## config.mk

```make
export PLATFORM = sky130hd
export DESIGN_NAME = exec_mem_model_lfsr
export DESIGN_NICKNAME = d
export VERILOG_FILES = /design/src/rtl/exec_mem_model_pkg.sv /design/src/rtl/exec_mem_model_lfsr.sv
export SDC_FILE = /design/constraint.sdc
export NUM_CORES = 1
export LEC_CHECK = 0
export CORE_MARGIN = 5
export CORE_UTILIZATION = 35
export DETAILED_ROUTE_END_ITERATION = 8
export HOLD_SLACK_MARGIN = 0.08
export PLACE_DENSITY = 0.78
export SETUP_SLACK_MARGIN = 0.4
export SLEW_MARGIN = 20
export SYNTH_ARGS = -nofsm -noshare
export SYNTH_HDL_FRONTEND = slang
export SYNTH_SLANG_ARGS = --single-unit
```

## constraint.sdc

```tcl
create_clock -name clk -period 1.7 [get_ports clk]
set_input_delay 0.425 -clock clk [delete_from_list [all_inputs] [get_ports clk]]
set_output_delay 0.425 -clock clk [all_outputs]
set_load 0.01 [all_outputs]
```

## src/rtl/exec_mem_model_pkg.sv

```systemverilog
// exec_mem_model_pkg: shared types and constants for the EXEC memory model.
//   mem_init_mode_e    - what an unwritten word reads as (zero or LFSR data)
//   MEM_LFSR_WIDTH     - width of the fill-data LFSR
//   MEM_LFSR_TAPS      - feedback mask for x^16+x^14+x^13+x^11+1 (shift-left form)
//   MEM_MAX_RD_LATENCY - largest supported read latency
//   mem_lfsr_step()    - one Fibonacci step of the fill LFSR
package exec_mem_model_pkg;

  typedef enum logic {INIT_ZERO, INIT_LFSR} mem_init_mode_e;

  localparam int unsigned MEM_LFSR_WIDTH = 16;
  localparam logic [MEM_LFSR_WIDTH-1:0] MEM_LFSR_TAPS = 16'hB400;
  localparam int unsigned MEM_MAX_RD_LATENCY = 4;

  // Shift left, parity of the tapped bits enters at bit 0.
  function automatic logic [MEM_LFSR_WIDTH-1:0] mem_lfsr_step(
    input logic [MEM_LFSR_WIDTH-1:0] cur
  );
    return {cur[MEM_LFSR_WIDTH-2:0], ^(cur & MEM_LFSR_TAPS)};
  endfunction

endpackage

```

## src/rtl/exec_mem_model_lfsr.sv

```systemverilog
// exec_mem_model_lfsr: 16-bit Fibonacci LFSR supplying data for unwritten words.
//   clk     - clock
//   reset   - synchronous active-high reset, loads seed
//   advance - step the register once on this edge
//   seed    - reset value (must be nonzero)
//   value   - current register contents
module exec_mem_model_lfsr
  import exec_mem_model_pkg::*;
(
  input  logic                      clk,
  input  logic                      reset,
  input  logic                      advance,
  input  logic [MEM_LFSR_WIDTH-1:0] seed,
  output logic [MEM_LFSR_WIDTH-1:0] value
);

  logic [MEM_LFSR_WIDTH-1:0] lfsr_q;

  always_ff @(posedge clk) begin
    if (reset) begin
      lfsr_q <= seed;
    end else if (advance) begin
      lfsr_q <= mem_lfsr_step(lfsr_q);
    end
  end

  assign value = lfsr_q;

endmodule

```

Word-level counts from Yosys, hierarchy flattened
Cells that the tools add are included.
Cells by class
  muxes and demuxes: 2
  reduce and logical (&&, ||, !) cells: 2
Operators by type and width (count)
  two-way mux 16 bit: 2
  parity 16 bit: 1
  nonzero test 2 bit: 1
Storage, ports and cells
  register bits: 16
  output and inout bits: 16
  word-level logic and storage cells: 5

Depth between registers and ports, before layout
  depth in word-level cells: 3
  gate-level depth with buffers: 4
  depth with buffers taken out: 3

Worst setup path after synthesis
OpenSTA, ideal clock, no wires.
  kind: in2reg
  start point: in reset
  end point: reg lfsr_q[0], in the netlist value[0] (enable)
  setup time: 373 ps
  data arrival time: 1092 ps
  data required time: 1327 ps
  path slack: 235 ps
  stages on the path: 3
  buffers on the path: 2
  path through: buf_6 buf_12 or2_1
On the way
  longest elaborated chain between the ends: 1
RTL lines
  start: declaration: RTL line exec_mem_model_lfsr.sv:11  | input logic reset,
  nonzero test 2 bit (no source line)
  end signal: assignment: RTL line exec_mem_model_lfsr.sv:23  | lfsr_q <= mem_lfsr_step(lfsr_q);
  end: declaration: RTL line exec_mem_model_lfsr.sv:17  | logic [MEM_LFSR_WIDTH-1:0] lfsr_q;
No other way between the ends.
A chain may end at the register's enable or synchronous reset.

Final worst setup path
  start point: reg lfsr_q[10], in the netlist value[10]
  end point: reg lfsr_q[0], in the netlist value[0] (data pin)
On the way
  longest elaborated chain between the ends: 3
RTL lines
  parity 16 bit: RTL line exec_mem_model_pkg.sv:19  | return {cur[MEM_LFSR_WIDTH-2:0], ^(cur & MEM_LFSR_TAPS)};
  two-way mux 16 bit: RTL line exec_mem_model_lfsr.sv:22  | end else if (advance) begin
  two-way mux 16 bit: RTL line exec_mem_model_lfsr.sv:20  | if (reset) begin
No other way between the ends. The select of a mux whose other input is x is not followed.

==> qor.csv <==
stage,metric,value,unit
run_status,status,completed,
timing,"Hold Violations, Final",0,
timing,fin crit period,1.321,ns
drt,detailed-route via count,503,
die,row count,16,
synth,Synth Register Bits,16,
setup_path,worst path required time,1.73,ns
finish,fin nets,109,
clocking,CTS root buf,clkbuf_4,
timing,setup tns final,0,ns
synth,Compound-Gate Fraction of Synth Area,0.006689,
finish,P&R area growth vs syn,57.86,%
placed_design,Placed Cells,99,
power_and_ir_drop,combinational power share,0.272,
setup_path,Arrival @ worst endpoint,1.35,ns
setup_path,Crit path largest cell delay,0.40,ns
timing,Setup Skew,0.004770,ns
grt,largest net degree at the start of global routing,17,
synth,main combinational cell family by area after synthesis,multiplexers,
drt,TritonRoute pass-1 iters,2,
timing,Final Max Tran Viols,0,
finish,Diodes inserted,0,
setup_path,cell count along the critical path,5,
grt,initial antenna violation count,0,
setup_path,critical path's top delay family,flip-flops,
setup_path,worst r2r src,value[10],
drt,initial drt markers,1,
power_and_ir_drop,clock share of power,0.204,
placed_design,Routability Congestion,0.7282,
clocking,Worst-Skew Late Latency,0.28,ns
power_and_ir_drop,NetSw,0.2275,mW
clocking,H-tree depth,1,
synth,Syn Inst Count,39,
setup_path,Setup crit end,value[0],
power_and_ir_drop,Sequential Power Share,0.524,
synth,syn_area_per_cell,19.19,µm²
setup_path,Critical R2R Capture,value[0],
timing,Final Cycle Share,0.7768,
timing,final worst slack,0.3794,ns
synth,Yosys warnings,0,
synth,Synth top area share,0.6421,
clocking,CTS tree,done,
drt,drt drc,0,
setup_path,CP max-delay cell,edfxtp_1,
clocking,Max clock buf depth,2,
grt,overall global routing resource usage,0.1093,
power_and_ir_drop,total chip power,0.9747,mW
timing,worst-margin pin slew,0.2217,ns
placed_design,post-place setup slack,-0.02473,ns
setup_path,critical path class,reg -> reg,
hold_path,worst hold path cell count,1,
clocking,Worst-path clk slew,0.09,ns
finish,share of layout cells above drive strength 1,0.5506,
synth,XOR/XNOR Fraction of Synth Area,0.03512,
timing,RSZ-0062 raised after global routing,yes,
die,Die W,56.24,µm
synth,Post-Synth Adder-Cell Area,0,
drt,wire length per cell,14.03,µm
setup_path,Worst R2R Setup Slack,0.38,ns
setup_path,cell chain of the critical path,buf_4 -> buf_4 -> xnor2_1 -> xnor2_1 -> o21ai_0,
power_and_ir_drop,Lkg Pwr,0.5028,nW
synth,Mapped Area,748.2,µm²
finish,Final Util,0.5900,
setup_path,CP startpoint,value[10],
finish,filler instances,174,
finish,area of the multi-input gates,239.0,µm²
finish,max reg flops,16,
run,max cap viols,0,
finish,Non-Filler Instances,116,
die,Die Ht,56.24,µm
die,die area,3162,µm²
power_and_ir_drop,Max VDD drop,0.4242,mV
setup_path,crit end category,flop,
clocking,Clock Sink Count,16,
die,num ports,35,
power_and_ir_drop,switch share,0.2333,
finish,sequential cell area,480.5,µm²
timing,Max Fclk,0.7572,GHz
drt,post-route ant nets,0,
synth,"top cells by area, synth","edfxtp_1 (64%), mux2_4 (14%), mux2_2 (12%), xnor2_1 (3.5%), buf_12 (2.7%)",
grt,number of global-route vias before repair,539,
power_and_ir_drop,pwr/cell area,825.3,nW/µm²
placed_design,DP Wirelength,1077,µm
grt,GR Overflow Total,0,
synth,multiplexer share of the synthesized area,0.2609,
synth,simple logic cell fraction of the synthesized area,0.01338,
drt,Via-to-Cell Ratio,4.336,
setup_path,crit start category,flop,
die,Placeable Area,2002,µm²
clocking,Inserted Clock Buffers,3,
grt,first-pass GRT wire length,2635,µm
die,Starting Density,0.3738,
hold_path,hold crit path type,reg -> reg,
synth,Yosys cell types,9,
setup_path,Worst Path Buf+Inv,2,
setup_path,path depth of the worst reg2reg path,5,
synth,post-synthesis sequential area ratio,0.6421,
drt,final WL,1627,µm
timing,Worst slew margin,0.8522,
synth,Synth area leader,edfxtp_1,
timing,# setup viols final,0,
synth,Post-Syn Nets,58,
power_and_ir_drop,Pint,0.7473,mW
setup_path,crit-path max FO,2,
placed_design,number of port buffers,34,
[cell usage after synthesis]
cell,count
xnor2_1,3
or2_1,1
buf_6,1
mux2_2,8
nand2_1,1
o21ai_0,1
buf_12,1
mux2_4,7
edfxtp_1,16
[how the worst min path moves through the flow]
stage                      to  slack [ns]      start
detailed placement   value[1]        0.57   value[0]
global placement     value[9]        0.57   value[8]
finish              value[15]        0.59  value[14]
CTS                 value[15]        0.59  value[14]
global route        value[15]        0.60  value[14]
floorplan            value[0]        0.62    seed[0]
[power groups by stage]
stage / clock network, mW / logic, mW / registers [mW]
2_1_floorplan: 0 / 0.0891 / 0.546
3_3_place_gp: 0 / 0.246 / 0.528
3_5_place_dp: 0 / 0.247 / 0.528
4_1_cts: 0.208 / 0.261 / 0.511
5_1_grt: 0.228 / 0.282 / 0.517
6_report: 0.199 / 0.265 / 0.511
[cell usage in the layout (no fill, tap or decap)]
| cell | n |
|---|---|
| clkdlybuf4s50_1 | 17 |
| edfxtp_1 | 16 |
| buf_2 | 15 |
| buf_4 | 12 |
| mux2_2 | 8 |
| mux2_4 | 7 |
| xnor2_1 | 3 |
| clkbuf_4 | 3 |
| nand2_1 | 1 |
| o21ai_0 | 1 |
| or2_4 | 1 |
| clkinv_1 | 1 |
| bufbuf_16 | 1 |
| dlygate4sd2_1 | 1 |
| clkbuf_2 | 1 |
| buf_12 | 1 |
[stage by stage]
step | hold slack (ns) | cell area (µm²)
floorplan | 0.6162 | 750.7
global placement | 0.5657 | 1114
detailed placement | 0.5671 | 1114
CTS | 0.5911 | 1170
global route | 0.5976 | 1181
finish | 0.5859 | 1181
[what timing repair did]
item,CTS,global route
buffers inserted,10,2
pin swaps,1,0
setup endpoints to repair,47,8
cloned,1,0
gates resized for setup,62,2
hold buffers,0,0
[logic make-up after synthesis]
group                  Yosys count
XOR/XNOR                         3
AND/OR/NAND/NOR                  2
AO/OA/AOI/OAI                    1
flip-flops                      16
multiplexers                    15
buffers and inverters            2
[final cells by class]
type	count	area share
Sequential cell	16	0.4068
Timing Repair Buffer	48	0.3400
Multi-Input combinational cell	21	0.2023
Tap cell	27	0.02860
Clock buffer	3	0.01907
Clock inverter	1	0.003178
[metal layers]
layer / wire length [µm] / share of wire / vias to the layer above / track usage
met5: 0 / 0 / - / 0
met4: 30 / 0.018 / 0 / 0.06102
met3: 100 / 0.061 / 4 / 0.03712
met2: 827 / 0.51 / 19 / 0.1803
met1: 669 / 0.41 / 229 / 0.1223
li1: - / - / 251 / -
Power figures use the tool's default switching activity.
